## config.mk

```make
export PLATFORM = sky130hd
export DESIGN_NAME = fetch_sequencer
export DESIGN_NICKNAME = d
export VERILOG_FILES = /design/src/rtl/fetch_sequencer_pkg.sv /design/src/rtl/fetch_sequencer.sv
export SDC_FILE = /design/constraint.sdc
export NUM_CORES = 1
export LEC_CHECK = 0
export ABC_AREA = 0
export CAP_MARGIN = 30
export CORE_MARGIN = 2
export CORE_UTILIZATION = 47
export DETAILED_ROUTE_END_ITERATION = 10
export GPL_TIMING_DRIVEN = 1
export PLACE_DENSITY = 0.95
export SLEW_MARGIN = 40
export SYNTH_ARGS = -nofsm -noshare
export SYNTH_HDL_FRONTEND = slang
export SYNTH_SLANG_ARGS = --single-unit
```

## constraint.sdc

```tcl
create_clock -name clock -period 11.5 [get_ports clock]
set_clock_uncertainty 0.15 [all_clocks]
set_input_delay 3.45 -clock clock [delete_from_list [all_inputs] [get_ports clock]]
set_output_delay 3.45 -clock clock [all_outputs]
set_load 0.01 [all_outputs]
```

## src/rtl/fetch_sequencer_pkg.sv

```systemverilog
// Shared fetch-sequencer types and constants:
// state encoding, PC step, error vector, alignment.
package fetch_sequencer_pkg;

  typedef enum logic [2:0] {
    S_START = 3'd0,
    S_REQ   = 3'd1,
    S_HOLD  = 3'd2,
    S_HALT  = 3'd3,
    S_ERR   = 3'd4
  } state_t;

  localparam logic [31:0] PC_STEP     = 32'd4;
  localparam logic [31:0] ERR_VECTOR  = 32'h0000_0080;
  localparam logic [31:0] ALIGN_MASK  = 32'h0000_0003;
  localparam logic [7:0]  TIMEOUT_MAX = 8'd255;

  function automatic logic misaligned(
    input logic [31:0] a
  );
    return (a & ALIGN_MASK) != 32'd0;
  endfunction

endpackage

```

## src/rtl/fetch_sequencer.sv

```systemverilog
// Fetch controller: sequences the PC register and imem.
// Ports: clock/reset; pc_current -> next_pc (PC reg);
//   imem_req/addr/ready/rdata (memory handshake);
//   instr/instr_pc/instr_valid/dec_ready (to decode);
//   redirect/redirect_pc, halt -> halted, bus_error.
module fetch_sequencer
  import fetch_sequencer_pkg::*;
(
  input  logic        clock,
  input  logic        reset,
  input  logic [31:0] pc_current,
  output logic [31:0] next_pc,
  output logic        imem_req,
  output logic [31:0] imem_addr,
  input  logic        imem_ready,
  input  logic [31:0] imem_rdata,
  output logic [31:0] instr,
  output logic [31:0] instr_pc,
  output logic        instr_valid,
  input  logic        dec_ready,
  input  logic        redirect,
  input  logic [31:0] redirect_pc,
  input  logic        halt,
  output logic        halted,
  output logic        bus_error
);

  state_t      state;
  state_t      state_nx;
  logic [31:0] req_addr;
  logic        drop;
  logic [7:0]  tcnt;

  logic accept;
  logic resp;
  logic timeout;
  logic bad_tgt;

  assign accept  = (state == S_HOLD) & dec_ready;
  assign resp    = (state == S_REQ) & imem_ready;
  assign timeout = (state == S_REQ) & ~imem_ready
                 & (tcnt == TIMEOUT_MAX - 8'd1);
  assign bad_tgt = misaligned(redirect_pc);

  assign imem_addr = req_addr;

  always_ff @(posedge clock) begin
    if (reset) state <= S_START;
    else       state <= state_nx;
  end

  always_comb begin
    state_nx = state;
    unique case (state)
      // redirect here would leave a stale PC
      // latched, so wait for the new PC first
      S_START: if (!redirect) state_nx = S_REQ;
      S_REQ: begin
        if (resp) begin
          if (halt)
            state_nx = S_HALT;
          else if (!(drop | redirect))
            state_nx = S_HOLD;
        end else if (timeout) begin
          state_nx = S_ERR;
        end
      end
      S_HOLD: begin
        if (accept && halt)
          state_nx = S_HALT;
        else if (accept || redirect)
          state_nx = S_REQ;
      end
      S_HALT:  if (!halt) state_nx = S_START;
      S_ERR:   state_nx = S_START;
      default: state_nx = S_START;
    endcase
  end

  always_comb begin
    imem_req    = (state == S_REQ);
    instr_valid = (state == S_HOLD);
    halted      = (state == S_HALT);
    bus_error   = (redirect & bad_tgt) | timeout;
    next_pc     = pc_current;
    if (redirect)
      next_pc = bad_tgt ? ERR_VECTOR : redirect_pc;
    else if (timeout)
      next_pc = ERR_VECTOR;
    else if (accept)
      next_pc = instr_pc + PC_STEP;
  end

  // req_addr follows next_pc whenever a new
  // request begins, so imem_addr already equals
  // the PC the register is about to load
  always_ff @(posedge clock) begin
    if (reset) begin
      req_addr <= 32'd0;
      instr    <= 32'd0;
      instr_pc <= 32'd0;
      drop     <= 1'b0;
      tcnt     <= 8'd0;
    end else begin
      case (state)
        S_START: begin
          req_addr <= pc_current;
          drop     <= 1'b0;
          tcnt     <= 8'd0;
        end
        S_REQ: begin
          if (resp) begin
            tcnt <= 8'd0;
            drop <= 1'b0;
            if (!halt && !drop && !redirect) begin
              instr    <= imem_rdata;
              instr_pc <= req_addr;
            end else begin
              req_addr <= next_pc;
            end
          end else if (timeout) begin
            tcnt <= 8'd0;
            drop <= 1'b0;
          end else begin
            tcnt <= tcnt + 8'd1;
            if (redirect) drop <= 1'b1;
          end
        end
        S_HOLD: begin
          if (accept || redirect)
            req_addr <= next_pc;
        end
        default: ;
      endcase
    end
  end

endmodule

```

==> report_table.html <==
<table>
<tr><th>Metric</th><th>Value</th></tr>
<tr><th colspan="2">Timing</th></tr>
<tr><td>Final critical path time including I/O delays and setup</td><td>9.91 ns</td></tr>
<tr><td>Smallest hold slack</td><td>0.302 ns</td></tr>
<tr><td>Number of endpoints failing setup at the final stage</td><td>0</td></tr>
<tr><td>Final Max Tran Viols</td><td>0</td></tr>
<tr><td>Relative max-transition margin</td><td>47.6%</td></tr>
<tr><td>Maximum clock frequency</td><td>101 MHz</td></tr>
<tr><td>Final hold violation count</td><td>0</td></tr>
<tr><td>Tightest Pin Transition</td><td>0.787 ns</td></tr>
<tr><td>Setup repair after global routing missed its margin</td><td>false</td></tr>
<tr><td>Post-route clock period utilization</td><td>86.2%</td></tr>
<tr><td>Accumulated negative setup slack</td><td>0 ns</td></tr>
<tr><th colspan="2">GRT</th></tr>
<tr><td>Wire length of the first global-routing pass</td><td>32900 µm</td></tr>
<tr><td>Maximum number of pins on one net before global-route repair</td><td>84</td></tr>
<tr><td>Number of global-route vias before repair</td><td>6689</td></tr>
<tr><td>Leftover overflow at the end of global routing</td><td>0</td></tr>
<tr><td>Initial antenna violation count</td><td>0</td></tr>
<tr><td>Total global-route track usage</td><td>31.9%</td></tr>
<tr><th colspan="2">Floorplanning</th></tr>
<tr><td>Number of core rows</td><td>40</td></tr>
<tr><td>Die width</td><td>115 µm</td></tr>
<tr><td>Core area</td><td>12000 µm²</td></tr>
<tr><td>Overall die height</td><td>115 µm</td></tr>
<tr><td>Initial core utilization</td><td>48.0%</td></tr>
<tr><td>Count of pins on the block boundary</td><td>234</td></tr>
<tr><td>Overall die area</td><td>13100 µm²</td></tr>
<tr><th colspan="2">Routing</th></tr>
<tr><td>Detailed-router iteration count before antenna repair</td><td>5</td></tr>
<tr><td># DRC</td><td>0</td></tr>
<tr><td>Number of vias in the routed layout</td><td>6865</td></tr>
<tr><td>Wire length on met3</td><td>2440 µm</td></tr>
<tr><td>Top layer reached by signal wires</td><td>met4</td></tr>
<tr><td>Wire length on met2</td><td>9890 µm</td></tr>
<tr><td>Initial DRC count</td><td>694</td></tr>
<tr><td>Routed via count divided by cell count</td><td>6.05</td></tr>
<tr><td>Average wire length per cell after detail routing</td><td>18.7 µm</td></tr>
<tr><td>Sum of routed wire segments on met1</td><td>8190 µm</td></tr>
<tr><td>Detail Route Antenna Nets</td><td>0</td></tr>
<tr><td>Drt total wl</td><td>21200 µm</td></tr>
<tr><th colspan="2">Layout</th></tr>
<tr><td>Final Cell Area</td><td>8450 µm²</td></tr>
<tr><td>Post-layout net count</td><td>1088</td></tr>
<tr><td>Relative area change from synthesis to final layout</td><td>47.2%</td></tr>
<tr><td>Final-layout fill cell count</td><td>957</td></tr>
<tr><td>Layout cell share with drive strength beyond 1</td><td>3.85%</td></tr>
<tr><td>Final design utilization</td><td>70.6%</td></tr>
<tr><td>Number of antenna repair diodes</td><td>0</td></tr>
<tr><th colspan="2">Synth</th></tr>
<tr><td>Synth Area in Compound Gates</td><td>26.4%</td></tr>
<tr><td>Sequential area share after synthesis</td><td>37.7%</td></tr>
<tr><td>Synth Net Count</td><td>900</td></tr>
<tr><td>Primary FF master, synth</td><td>sky130_fd_sc_hd__dfxtp_1</td></tr>
<tr><td>Syn Std Cell Area</td><td>5740 µm²</td></tr>
<tr><td>Syn Inst Count</td><td>795</td></tr>
<tr><td>Asr flop ratio synth</td><td>0%</td></tr>
<tr><td>Synthesized-area fraction occupied by and/or/nand/nor cells</td><td>27.0%</td></tr>
<tr><td>Adder-cell area share of the yosys netlist</td><td>0.654%</td></tr>
<tr><td>Unique masters post-synth</td><td>58</td></tr>
<tr><td>Dominant combinational cell family by area after synthesis</td><td>simple AND/OR/NAND/NOR gates</td></tr>
<tr><td>Flops &amp; latches, synth</td><td>108</td></tr>
<tr><td>Avg Cell Area, Syn</td><td>7.22 µm²</td></tr>
<tr><td>Area share of xor/xnor cells in the synthesized design</td><td>2.90%</td></tr>
<tr><td>Number of enable-type register cells in the synthesized netlist</td><td>0</td></tr>
<tr><td>Total of warnings raised by yosys</td><td>0</td></tr>
<tr><td>Mux cell area share after synthesis</td><td>0.545%</td></tr>
<tr><th colspan="2">Placement</th></tr>
<tr><td>Final HPWL from detailed placement</td><td>14600 µm</td></tr>
<tr><td>Area of placed instances</td><td>8130 µm²</td></tr>
<tr><td>GP Congestion</td><td>0.928</td></tr>
<tr><td>Input/output buffers</td><td>233</td></tr>
<tr><th colspan="2">Clock network</th></tr>
<tr><td>H-tree depth</td><td>3</td></tr>
<tr><td>Post-CTS clock slew at the launch and capture registers of the worst setup and hold paths</td><td>0.06 ns</td></tr>
<tr><td>CTS sink count</td><td>108</td></tr>
<tr><td>Clock Path Buffers</td><td>2</td></tr>
<tr><td>Total setup buffers inserted after CTS</td><td>0</td></tr>
<tr><td>CTS Root Buffer Type</td><td>sky130_fd_sc_hd__clkbuf_16</td></tr>
<tr><td>TritonCTS clock tree</td><td>done</td></tr>
<tr><td>Number of buffers inserted during clock tree synthesis</td><td>9</td></tr>
<tr><td>Number of instances resized during post-cts repair</td><td>0</td></tr>
<tr><td>CTS Hold Bufs</td><td>0</td></tr>
<tr><td>Clock latency on the worst-skew pair</td><td>0.36 ns</td></tr>
<tr><th colspan="2">Worst setup path</th></tr>
<tr><td>Highest fanout seen on the critical path</td><td>17</td></tr>
<tr><td>Launching element type of the critical path</td><td>primary input</td></tr>
<tr><td>CP Data Arrival Time</td><td>6.31 ns</td></tr>
<tr><td>Endpoint required time on the critical path</td><td>7.90 ns</td></tr>
<tr><td>CP Capture Type</td><td>primary output</td></tr>
<tr><td>Critical path class</td><td>in -&gt; out</td></tr>
<tr><th colspan="2">Job</th></tr>
<tr><td>Total of max-cap violations</td><td>0</td></tr>
<tr><th colspan="2">Power</th></tr>
<tr><td>Pwr/cell area</td><td>149 nW/µm²</td></tr>
<tr><td>Worst vdd ir</td><td>0.106 mV</td></tr>
<tr><td>Leakage power summed over all cells</td><td>2.88 nW</td></tr>
<tr><td>Design Power</td><td>1.26 mW</td></tr>
<tr><th colspan="2">Status</th></tr>
<tr><td>Result of the run</td><td>finished clean</td></tr>
<tr><th colspan="2">Worst hold path</th></tr>
<tr><td>Kind of path behind the tightest hold check</td><td>reg -&gt; reg</td></tr>
</table>
## cells in the final DEF (no fill, tap or decap), types with 3 or more instances in the layout
cell | netlist | routed
sky130_fd_sc_hd__clkdlybuf4s50_1 | 0 | 232
sky130_fd_sc_hd__nand2_1 | 205 | 205
sky130_fd_sc_hd__dfxtp_1 | 108 | 108
sky130_fd_sc_hd__a21oi_1 | 91 | 91
sky130_fd_sc_hd__o21ai_0 | 54 | 54
sky130_fd_sc_hd__nor2_1 | 37 | 37
sky130_fd_sc_hd__nand3_1 | 26 | 25
sky130_fd_sc_hd__o31ai_1 | 18 | 18
sky130_fd_sc_hd__nand4_1 | 13 | 13
sky130_fd_sc_hd__a31oi_1 | 13 | 13
sky130_fd_sc_hd__a211oi_1 | 11 | 11
sky130_fd_sc_hd__xor2_1 | 10 | 10
sky130_fd_sc_hd__a21o_1 | 10 | 10
sky130_fd_sc_hd__or3_1 | 9 | 9
sky130_fd_sc_hd__xnor2_1 | 9 | 9
sky130_fd_sc_hd__clkbuf_16 | 0 | 9
sky130_fd_sc_hd__nor3_1 | 8 | 8
sky130_fd_sc_hd__inv_1 | 8 | 7
sky130_fd_sc_hd__nor4_1 | 7 | 7
sky130_fd_sc_hd__buf_4 | 0 | 7
sky130_fd_sc_hd__or4_1 | 6 | 6
sky130_fd_sc_hd__and4_1 | 5 | 5
sky130_fd_sc_hd__and3_1 | 6 | 5
sky130_fd_sc_hd__a2bb2oi_1 | 5 | 5
sky130_fd_sc_hd__a311oi_1 | 5 | 5
sky130_fd_sc_hd__and2_1 | 4 | 4
sky130_fd_sc_hd__nand2b_1 | 4 | 4
sky130_fd_sc_hd__o21a_1 | 4 | 4
sky130_fd_sc_hd__o221ai_1 | 4 | 4
sky130_fd_sc_hd__o31a_1 | 3 | 3
sky130_fd_sc_hd__nor3b_1 | 4 | 3
sky130_fd_sc_hd__o311a_1 | 3 | 3
sky130_fd_sc_hd__ha_1 | 3 | 3
## cell families (layout without fill, tap and decap cells)
logic type | count (synthesis) | after routing
AO/OA/AOI/OAI | 244 | 244
buffers and inverters | 73 | 266
AND/OR/NAND/NOR | 345 | 345
flip-flops | 108 | 108
multiplexers | 3 | 3
XOR/XNOR | 19 | 19
adder cells (fa/ha/maj) | 3 | 3
## cell usage after synthesis, types with 6 or more instances
cell type                  instances  area [µm²]
sky130_fd_sc_hd__nand2_1         205         769
sky130_fd_sc_hd__dfxtp_1         108        2160
sky130_fd_sc_hd__a21oi_1          91         455
sky130_fd_sc_hd__clkbuf_1         60         225
sky130_fd_sc_hd__o21ai_0          54         270
sky130_fd_sc_hd__nor2_1           37         139
sky130_fd_sc_hd__nand3_1          26         130
sky130_fd_sc_hd__o31ai_1          18         135
sky130_fd_sc_hd__a31oi_1          13        81.3
sky130_fd_sc_hd__nand4_1          13        81.3
sky130_fd_sc_hd__a211oi_1         11        82.6
sky130_fd_sc_hd__a21o_1           10        75.1
sky130_fd_sc_hd__xor2_1           10        87.6
sky130_fd_sc_hd__or3_1             9        56.3
sky130_fd_sc_hd__xnor2_1           9        78.8
sky130_fd_sc_hd__inv_1             8        30.0
sky130_fd_sc_hd__nor3_1            8        40.0
sky130_fd_sc_hd__nor4_1            7        43.8
sky130_fd_sc_hd__and3_1            6        37.5
sky130_fd_sc_hd__or4_1             6        45.0
## worst max-delay path, stage by stage
cell and delay [ns]:
sky130_fd_sc_hd__clkdlybuf4s50_1 0.53, sky130_fd_sc_hd__nor4b_1 0.66, sky130_fd_sc_hd__a41o_1 0.80, sky130_fd_sc_hd__o21ai_0 0.22, sky130_fd_sc_hd__o31a_1 0.16, sky130_fd_sc_hd__clkdlybuf4s50_1 0.49
## sequential cells by signal (all words and copies together) (netlist names)
signal     cells
drop           1
imem_addr     32
instr         32
instr_pc      32
state          3
tcnt           8
## path summary, 6_finish.rpt
| check | from | end | slack (ns) | cells after the start |
|---|---|---|---|---|
| worst max-delay path | imem_ready | next_pc[28] | 1.59 | 6 |
| worst min-delay path | instr[24]$_SDFFE_PP0P_ | instr[24]$_SDFFE_PP0P_ | 0.30 | 2 |
| worst max register to register | instr_pc[4]$_SDFFE_PP0P_ | imem_addr[30]$_SDFFE_PP0P_ | 8.22 | 6 |
| worst min register to register | instr[24]$_SDFFE_PP0P_ | instr[24]$_SDFFE_PP0P_ | 0.30 | 2 |
## per-stage QoR
step | worst slack, ns | cells
floorplan | 2.75 | 795
global placement | 1.74 | 1118
detailed placement | 1.61 | 1118
CTS | 1.60 | 1134
global route | 1.43 | 1135
finish | 1.59 | 1135
## routing by layer
| metal | track usage (%) | vias up |
|---|---|---|
| met3 | 9.11 | 52 |
| met1 | 37.2 | 3194 |
| met2 | 53.0 | 420 |
| met4 | 16.7 | 0 |
| met5 | 0 | - |
| li1 | - | 3199 |
## power by group
| group | internal, mW | total (mW) | switching [mW] |
|---|---|---|---|
| Combinational | 0.223 | 0.464 | 0.241 |
| Sequential | 0.422 | 0.472 | 0.0500 |
| Clock | 0.180 | 0.325 | 0.145 |
## final cells by class
cell class                      count  area [µm²]  share of cell area (%)
Clock buffer                       12         256                    3.04
Clock inverter                      4        47.5                   0.563
Inverter                            8        30.0                   0.355
Multi-Input combinational cell    614        3360                    39.8
Sequential cell                   108        2160                    25.6
Tap cell                          147         184                    2.18
Timing Repair Buffer              242        2410                    28.5
(Power assumes the default switching activity.)
